`src/rtl/mmio_uart_tx.sv`:
```
// Memory-mapped UART transmitter: stores to TX_ADDR queue bytes in a small FIFO that a
// serializer drains as 8N1 frames (LSB first); loads from STAT_ADDR return live status.
module mmio_uart_tx #(
    parameter int          CLKS_PER_BIT = 434,
    parameter int          FIFO_DEPTH   = 8,
    parameter logic [15:0] TX_ADDR      = 16'hFFF0,
    parameter logic [15:0] STAT_ADDR    = 16'hFFF1
) (
    input  logic        clk,
    input  logic        rst,
    input  logic [15:0] addr,
    input  logic [15:0] wdata,
    input  logic        we,
    output logic [15:0] rd_data,
    output logic        hit,
    output logic        tx,
    output logic        busy
);

    localparam int PTR_W  = (FIFO_DEPTH > 1) ? $clog2(FIFO_DEPTH) : 1;
    localparam int CNT_W  = $clog2(FIFO_DEPTH + 1);
    localparam int BAUD_W = (CLKS_PER_BIT > 1) ? $clog2(CLKS_PER_BIT) : 1;
    localparam logic [CNT_W-1:0]  COUNT_FULL = CNT_W'(FIFO_DEPTH);
    localparam logic [BAUD_W-1:0] BAUD_LAST  = BAUD_W'(CLKS_PER_BIT - 1);

    typedef enum logic [1:0] {
        IDLE,
        START,
        DATA,
        STOP
    } state_t;

    state_t            state;
    logic [7:0]        mem [FIFO_DEPTH];
    logic [PTR_W-1:0]  wr_ptr;
    logic [PTR_W-1:0]  rd_ptr;
    logic [CNT_W-1:0]  count;
    logic              overflow;
    logic [7:0]        shift;
    logic [2:0]        bit_idx;
    logic [BAUD_W-1:0] baud;

    logic        full;
    logic        empty;
    logic        pop;
    logic        push_req;
    logic        push_ok;
    logic        clear_req;
    logic        tx_state_active;
    logic [15:0] status;
    logic        unused_wdata_hi;

    assign full            = (count == COUNT_FULL);
    assign empty           = (count == '0);
    assign tx_state_active = (state != IDLE);
    assign pop             = (state == IDLE) && !empty;
    assign push_req        = we && (addr == TX_ADDR);
    // A pop in the same cycle frees a slot, so a full FIFO still accepts the store.
    assign push_ok         = push_req && (!full || pop);
    assign clear_req       = we && (addr == STAT_ADDR);
    assign busy            = !empty || tx_state_active;
    assign status          = {11'b0, overflow, full, empty, busy, tx_state_active};
    assign unused_wdata_hi = &{1'b0, wdata[15:8]};

    always_ff @(posedge clk) begin
        if (push_ok) begin
            mem[wr_ptr] <= wdata[7:0];
        end
    end

    always_ff @(posedge clk or negedge rst) begin
        if (!rst) begin
            wr_ptr   <= '0;
            rd_ptr   <= '0;
            count    <= '0;
            overflow <= 1'b0;
        end else begin
            if (push_ok) begin
                wr_ptr <= wr_ptr + PTR_W'(1);
            end
            if (pop) begin
                rd_ptr <= rd_ptr + PTR_W'(1);
            end
            case ({push_ok, pop})
                2'b10:   count <= count + CNT_W'(1);
                2'b01:   count <= count - CNT_W'(1);
                default: count <= count;
            endcase
            // Software clearing the flag wins over a drop in the same cycle.
            if (clear_req) begin
                overflow <= 1'b0;
            end else if (push_req && !push_ok) begin
                overflow <= 1'b1;
            end
        end
    end

    always_ff @(posedge clk or negedge rst) begin
        if (!rst) begin
            hit     <= 1'b0;
            rd_data <= '0;
        end else begin
            hit     <= (addr == TX_ADDR) || (addr == STAT_ADDR);
            rd_data <= (addr == STAT_ADDR) ? status : 16'h0000;
        end
    end

    // tx is registered alongside each transition so the line never glitches.
    always_ff @(posedge clk or negedge rst) begin
        if (!rst) begin
            state   <= IDLE;
            tx      <= 1'b1;
            shift   <= '0;
            bit_idx <= '0;
            baud    <= '0;
        end else begin
            case (state)
                IDLE: begin
                    tx   <= 1'b1;
                    baud <= '0;
                    if (!empty) begin
                        shift <= mem[rd_ptr];
                        state <= START;
                        tx    <= 1'b0;
                    end
                end
                START: begin
                    if (baud == BAUD_LAST) begin
                        baud    <= '0;
                        bit_idx <= '0;
                        state   <= DATA;
                        tx      <= shift[0];
                    end else begin
                        baud <= baud + BAUD_W'(1);
                    end
                end
                DATA: begin
                    if (baud == BAUD_LAST) begin
                        baud <= '0;
                        if (bit_idx == 3'd7) begin
                            state <= STOP;
                            tx    <= 1'b1;
                        end else begin
                            shift   <= {1'b0, shift[7:1]};
                            tx      <= shift[1];
                            bit_idx <= bit_idx + 3'd1;
                        end
                    end else begin
                        baud <= baud + BAUD_W'(1);
                    end
                end
                STOP: begin
                    if (baud == BAUD_LAST) begin
                        baud  <= '0;
                        state <= IDLE;
                    end else begin
                        baud <= baud + BAUD_W'(1);
                    end
                    tx <= 1'b1;
                end
                default: begin
                    state <= IDLE;
                    tx    <= 1'b1;
                    baud  <= '0;
                end
            endcase
        end
    end

endmodule

```
`config.mk`:
```
export PLATFORM = sky130hd
export DESIGN_NAME = mmio_uart_tx
export DESIGN_NICKNAME = d
export VERILOG_FILES = /design/src/rtl/mmio_uart_tx.sv
export SDC_FILE = /design/constraint.sdc
export NUM_CORES = 1
export LEC_CHECK = 0
export CORE_ASPECT_RATIO = 2
export CORE_MARGIN = 4
export CORE_UTILIZATION = 25
export DETAILED_ROUTE_END_ITERATION = 10
export GPL_TIMING_DRIVEN = 0
export PLACE_DENSITY = 0.38
export SKIP_LAST_GASP = 1
export SLEW_MARGIN = 10
export SYNTH_ARGS = -nofsm -noshare
export SYNTH_HDL_FRONTEND = slang
export SYNTH_SLANG_ARGS = --single-unit
```
`constraint.sdc`:
```
create_clock -name clk -period 3.4 [get_ports clk]
set_input_delay 0.68 -clock clk [delete_from_list [all_inputs] [get_ports clk]]
set_output_delay 0.68 -clock clk [all_outputs]
set_load 0.03 [all_outputs]
```
==> results of run 1 <==
## final cells by class
type                    count  area [um^2]  area share, %
flip-flops and latches    104         2920           52.6
clock inverters             7         56.3           1.01
repair buffers             41          400           7.20
inverters                   9         33.8          0.607
multi-input cells         187         1540           27.6
well taps                 213          267           4.79
plain buffers              21          121           2.18
clock buffers               9          225           4.05
## routing by layer
metal / track usage [%] / part of all wire [%]
met5: 0 / 0
met4: 5.28 / 2.3
met3: 1.72 / 2.5
met2: 20.7 / 61
met1: 10.5 / 34
## per-stage QoR
stage	util, %	setup TNS [ns]
after global routing	31.3	0
after CTS	31.2	0
after global placement	29.1	-56.53
after floorplan	-	0
final	31.3	0
after detailed placement	29.6	-13.70
## cells by family (layout without fill, tap and decap cells)
family / count (synthesis) / after routing / synth area share, %
xor+xnor: 14 / 14 / 2.87
simple gates: 78 / 78 / 8.92
flops: 104 / 104 / 64.5
fa+ha+maj: 14 / 14 / 4.03
mux: 31 / 31 / 11.4
other cells: 1 / 11 / 0.0827
compound gates: 39 / 39 / 4.75
buf+inv: 30 / 87 / 3.42
## worst paths after layout
kind | startpoint | to | slack [ns] | cells after the start
min in group clk | tx | tx | 0.48 | 2
worst min register to register | tx | tx | 0.48 | 2
worst max register to register | state[0] | count[3] | 0.46 | 11
worst max-delay path | addr[1] | mem[2][4] | 0.16 | 7
worst min-delay path | rst | count[1] | 0.25 | 1
max in group asynchronous | rst | tx | 2.60 | 2
## power by group
group	total [mW]	internal, mW	switching (mW)
Sequential	1.41	1.39	0.0279
Clock	0.991	0.506	0.485
Combinational	0.127	0.0610	0.0655
## worst max-delay path: stages
cell and delay (ns):
clkdlybuf4s50_1 0.39, or4b_1 0.51, or3_4 0.45, nor3_2 0.41
nand2b_1 0.24, nor3b_2 0.37, buf_4 0.25
## flip-flops by register name (all words and copies together), names as in the netlist, 2 cells and up
| register | cells |
|---|---|
| baud | 9 |
| rd_data | 5 |
| shift | 8 |
| wr_ptr | 3 |
| state | 2 |
| bit_idx | 3 |
| rd_ptr | 3 |
| mem | 64 |
| count | 4 |
## cell usage after synthesis (all sizes together) (4+ instances only)
library cell	instances
a21oi	10
buf	15
clkbuf	6
dfrtp	39
edfxtp	64
ha	13
inv	8
mux2	5
mux2i	10
mux4	16
nand2	26
nand4	4
nor2	18
nor3	4
nor3b	4
o21ai	21
xnor2	9
xor2	5
## repair_timing
action	4_1_cts	5_1_grt
hold buffers	0	0
endpoints found under the setup margin	16	1
gates resized for setup	2	2
==> qor.csv, run 1 <==
stage;metric;value;unit
synthesis;Mean Syn Cell Area;14.6;um^2
synthesis;Post-synth top flop;edfxtp_1;
synthesis;FF+latch count, synth;104;
final_layout;Design Area, Final;5560;um^2
timing;Hold Violations, Final;0;
synthesis;Gate Count Post-Synth;311;
final_layout;most frequent cells in the layout;edfxtp_1 (64), dfrtp_1 (39), clkdlybuf4s50_1 (33), nand2_1 (26), buf_4 (17);
timing;worst slew pin tran;0.795;ns
route;Detailed Route Iter0 Violations;48;
timing;final setup vio count;0;
die;chip height;198;um
timing;Final period util;95.2;%
global_routing;grt ovf;0;
timing;WHS;0.249;ns
route;DRC viols;0;
timing;RSZ-0062 raised after global routing;no;
synthesis;EDFF count, synth;64;
clock_tree;number of H-tree levels;3;
route;final antenna-violating net count;0;
hold_path;Hold Crit Class;in -> async;
place;HPWL Detailed;7380;um
power_and_ir_drop;pwr dens;455;nW/um^2
route;TritonRoute pass-1 iters;4;
place;# port buffers;34;
route;WL per Instance;16.7;um
global_routing;first-pass GRT wire length;15900;um
route;Routed WL;9900;um
synthesis;sequential area share after synthesis;64.5;%
global_routing;initial antenna violation count;0;
synthesis;yosys warns;0;
place;post-place instance area;5270;um^2
flow_run;max-cap violations;0;
synthesis;top cell type by total area after synthesis;edfxtp_1;
clock_tree;CTS tree;built;
timing;Tmin final;3.24;ns
outcome;status;finished clean;
timing;worst setup margin;0.164;ns
synthesis;area share of the largest cell type after synthesis;42.4;%
final_layout;fin cells;591;
global_routing;largest net degree at the start of global routing;26;
place;routability congestion estimate;0.714;
timing;Max transition margin;47.0;%
clock_tree;maximum clock path buffer count;2;
clock_tree;clk_lat worst skew;0.35;ns
critical_path;CP endpoint kind;flop;
critical_path;startpoint class of the critical path;primary input;
power_and_ir_drop;Max VDD drop;0.199;mV
synthesis;share of synthesized registers carrying an async set or reset;38.5;%
critical_path;CP Data Required Time;3.46;ns
final_layout;area grow syn2layout;22.8;%
die;Core Box Area;17800;um^2
clock_tree;clock tree root driver cell;clkbuf_16;
final_layout;Fillers;1774;
die;chip width;103;um
route;routed vias/inst;4.34;
timing;post-route clock skew;0.00519;ns
synthesis;largest cells by area after synthesis;edfxtp_1 (42%), dfrtp_1 (22%), mux4_2 (8.0%);
synthesis;post-synth cell types;48;
clock_tree;total setup buffers inserted after CTS;0;
global_routing;number of global-route vias before repair;2857;
clock_tree;Inserted Clock Buffers;9;
final_layout;most common cell after layout, fill and taps aside;edfxtp_1;
critical_path;critical path class;in -> reg;
final_layout;Ant. Diodes;0;
route;DR vias;2566;
timing;Max Freq;309;MHz
clock_tree;Worst-path clk slew;0.07;ns
synthesis;post-synthesis cell area;4530;um^2
die;Initial Utilization;25.5;%
power_and_ir_drop;static leakage;2.11;nW
die;I/O pin count;54;
final_layout;Total Nets Final;422;
power_and_ir_drop;Power Total;2.53;mW
clock_tree;Clock Sinks;104;
die;die area;20500;um^2
critical_path;crit-path max FO;6;
place;DP Cell Count;575;
global_routing;Global Route Usage Sum;10.7;%
place;dpl ws;-0.525;ns
die;Row Count;69;
timing;Max Slew Vio Count;0;
final_layout;share of cells above drive strength 1;18.8;%
critical_path;Worst EP arrival;3.30;ns
(Power assumes the default switching activity.)
==> run 2, diff against run 1 <==
Clock period 3.4 ns to 3.38 ns, I/O delays scaled along.
==> results of run 2 <==
Same layout as run 1 (identical final DEF). Status: finished clean.
Among the figures that moved: setup slack after placement -0.525 ns -> -0.541 ns; setup slack after layout 0.164 ns -> 0.148 ns; hold slack 0.249 ns -> 0.245 ns; register-to-register setup slack 0.46 ns -> 0.44 ns; total power 2.53 mW -> 2.55 mW; worst IR drop on VDD 0.199 mV -> 0.200 mV
==> run 3, diff against run 2 <==
Settings changed: DONT_BUFFER_PORTS set to 1, PLACE_DENSITY 0.38 to 0.34.
==> run 3 against run 2 <==
Net effect: highest routed layer unchanged; die area did not move; critical path type unchanged; sequential power barely moved; via count fell by 4.1%; global-route usage barely moved; largest cell class unchanged; worst setup slack improved by 0.15 ns; final cell count fell by 5.8%; flip-flop and latch count did not move; critical path depth fell by 2; design area fell by 5.9%; clock power rose by 8%.
==> qor.csv, run 3 (same netlist as run 1, synthesis figures left out) <==
stage;metric;value;unit;change
global_routing;grt ovf;0;;unchanged
clock_tree;clk_lat worst skew;0.35;ns;about the same
critical_path;Crit-path slowest cell;nor2_1;;was or4b_1
power_and_ir_drop;sequential share of power;55.1;%;was 55.8%
final_layout;share of cells above drive strength 1;18.9;%;was 18.8%
global_routing;largest net degree at the start of global routing;41;;was 26
power_and_ir_drop;combinational share of power;3.1;%;was 5.0%
critical_path;crit-path cells;or4b_1 > or3_4 > nor3_2 > nand2_1 > nor2_1;;was clkdlybuf4s50_1 > or4b_1 > or3_4 > nor3_2 > nand2b_1 > nor3b_2 > buf_4
place;HPWL Detailed;7280;um;was 7380 um
timing;Final period util;91.2;%;was 95.6%
final_layout;most common cell after layout, fill and taps aside;edfxtp_1;;unchanged
global_routing;Global Route Usage Sum;10.7;%;about the same
hold_path;Hold Crit Class;in -> async;;unchanged
place;dpl ws;-0.168;ns;was -0.541 ns
die;Core Box Area;17800;um^2;unchanged
clock_tree;Worst-path clk slew;0.07;ns;about the same
critical_path;CP max stage delay;0.82;ns;was 0.51 ns
final_layout;fin cells;557;;was 591
route;WL per Instance;17.9;um;was 16.7 um
final_layout;max FFs per register;64;;unchanged
timing;Hold Violations, Final;0;;unchanged
route;routed vias/inst;4.42;;was 4.34
place;DP Cell Count;540;;was 575
timing;post-route clock skew;0.00507;ns;was 0.00519 ns
final_layout;most frequent cells in the layout;edfxtp_1 (64), dfrtp_1 (39), nand2_1 (26), nor2_1 (18);;was edfxtp_1 (64), dfrtp_1 (39), clkdlybuf4s50_1 (33), nand2_1 (26), buf_4 (17)
route;Routed WL;9990;um;was 9900 um
place;# port buffers;0;;was 34
final_layout;Total Nets Final;388;;was 422
critical_path;critical path class;in -> reg;;unchanged
critical_path;startpoint class of the critical path;primary input;;unchanged
critical_path;Worst EP arrival;3.05;ns;was 3.29 ns
clock_tree;clock tree root driver cell;clkbuf_16;;unchanged
critical_path;FF-to-FF End;count[3];;unchanged
power_and_ir_drop;static leakage;1.98;nW;was 2.11 nW
timing;Max Slew Vio Count;0;;unchanged
global_routing;initial antenna violation count;0;;unchanged
timing;Final TNS setup;0;ns;unchanged
route;DR vias;2460;;was 2566
power_and_ir_drop;Internal Power;2.01;mW;was 1.96 mW
clock_tree;number of H-tree levels;3;;unchanged
die;Initial Utilization;25.5;%;unchanged
route;DRC viols;0;;unchanged
critical_path;R2R depth;11;;unchanged
power_and_ir_drop;Psw;0.567;mW;was 0.582 mW
timing;Tmin final;3.08;ns;was 3.23 ns
die;die area;20500;um^2;unchanged
clock_tree;Clock Sinks;104;;unchanged
critical_path;R2R Path Start;state[0];;unchanged
timing;worst setup margin;0.298;ns;was 0.148 ns
timing;final setup vio count;0;;unchanged
global_routing;first-pass GRT wire length;15900;um;unchanged
die;I/O pin count;54;;unchanged
timing;Max Freq;324;MHz;was 309 MHz
timing;Max transition margin;31.8;%;was 47.0%
timing;WHS;0.0191;ns;was 0.245 ns
critical_path;crit-path max FO;8;;was 6
critical_path;r2r setup slk;0.32;ns;was 0.44 ns
final_layout;Ant. Diodes;0;;unchanged
clock_tree;CTS resizes;0;;was 2
die;chip width;103;um;unchanged
place;routability congestion estimate;0.701;;was 0.714
flow_run;max-cap violations;0;;unchanged
clock_tree;Inserted Clock Buffers;9;;unchanged
die;Row Count;69;;unchanged
die;chip height;198;um;unchanged
power_and_ir_drop;Sw Ratio;22.0;%;was 22.9%
critical_path;CP endpoint kind;flop;;unchanged
critical_path;CP Data Required Time;3.35;ns;was 3.44 ns
clock_tree;maximum clock path buffer count;2;;unchanged
route;TritonRoute pass-1 iters;4;;unchanged
clock_tree;CTS tree;built;;unchanged
route;final antenna-violating net count;0;;unchanged
final_layout;Biggest register;mem;;unchanged
final_layout;end-of-flow core utilization;29.4;%;was 31.3%
final_layout;area grow syn2layout;15.6;%;was 22.8%
outcome;status;finished clean;;unchanged
power_and_ir_drop;power share of the clock group;41.8;%;was 39.2%
timing;worst slew pin tran;1.02;ns;was 0.795 ns
route;Detailed Route Iter0 Violations;71;;was 48
power_and_ir_drop;Max VDD drop;0.196;mV;was 0.200 mV
final_layout;biggest regs;mem x64, baud x9, shift x8;;unchanged
power_and_ir_drop;pwr dens;492;nW/um^2;was 458 nW/um^2
timing;RSZ-0062 raised after global routing;no;;was yes
global_routing;number of global-route vias before repair;2715;;was 2857
[run 3: worst max path at each step]
| stage | start | to | slack (ns) | depth (start not counted) |
|---|---|---|---|---|
| final | addr[1] | mem[7][5] | 0.30 | 5 |
| after global routing | state[0] | mem[7][5] | 0.02 | 7 |
| after CTS | addr[1] | mem[7][5] | 0.21 | 5 |
| after detailed placement | addr[1] | mem[7][2] | -0.17 | 5 |
| after global placement | addr[1] | mem[1][4] | -0.81 | 5 |
| after floorplan | addr[1] | mem[2][0] | 0.22 | 5 |
[run 3: critical path, delay by kind of cell]
kind / cells / cell delay [ns]
simple gates: 5 / 2.36
[run 3: through the flow]
stage	power [mW]	instance area, um^2
after floorplan	1.51	4570
after global placement	1.52	4840
after detailed placement	1.53	4920
after CTS	2.62	5230
after global routing	2.68	5240
final	2.58	5240
[run 3: power by group through the flow]
stage          registers, mW  logic (mW)  clock network [mW]
2_1_floorplan           1.44      0.0678                   0
5_1_grt                 1.43      0.0930                1.16
3_3_place_gp            1.45      0.0746                   0
4_1_cts                 1.42      0.0771                1.12
6_report                1.42      0.0801                1.08
3_5_place_dp            1.45      0.0770                   0
[run 3: metal layers]
| metal | wire length (um) | GRT usage [%] |
|---|---|---|
| met1 | 3850 | 11.5 |
| met2 | 5700 | 19.9 |
| met3 | 235 | 1.93 |
| met4 | 199 | 4.56 |
| met5 | 0 | 0 |
[run 3: cell type report]
class / instances / area (um^2)
plain buffers: 21 / 121
clock buffers: 9 / 225
clock inverters: 7 / 80.1
fillers: 1808 / 12500
inverters: 9 / 33.8
multi-input cells: 187 / 1520
flip-flops and latches: 104 / 2920
well taps: 213 / 267
repair buffers: 7 / 66.3
[run 3: repair_timing]
action	in CTS	in global routing
setup buffers	0	0
endpoints found under the hold margin	0	11
hold buffers	0	1
endpoints found under the setup margin	0	0
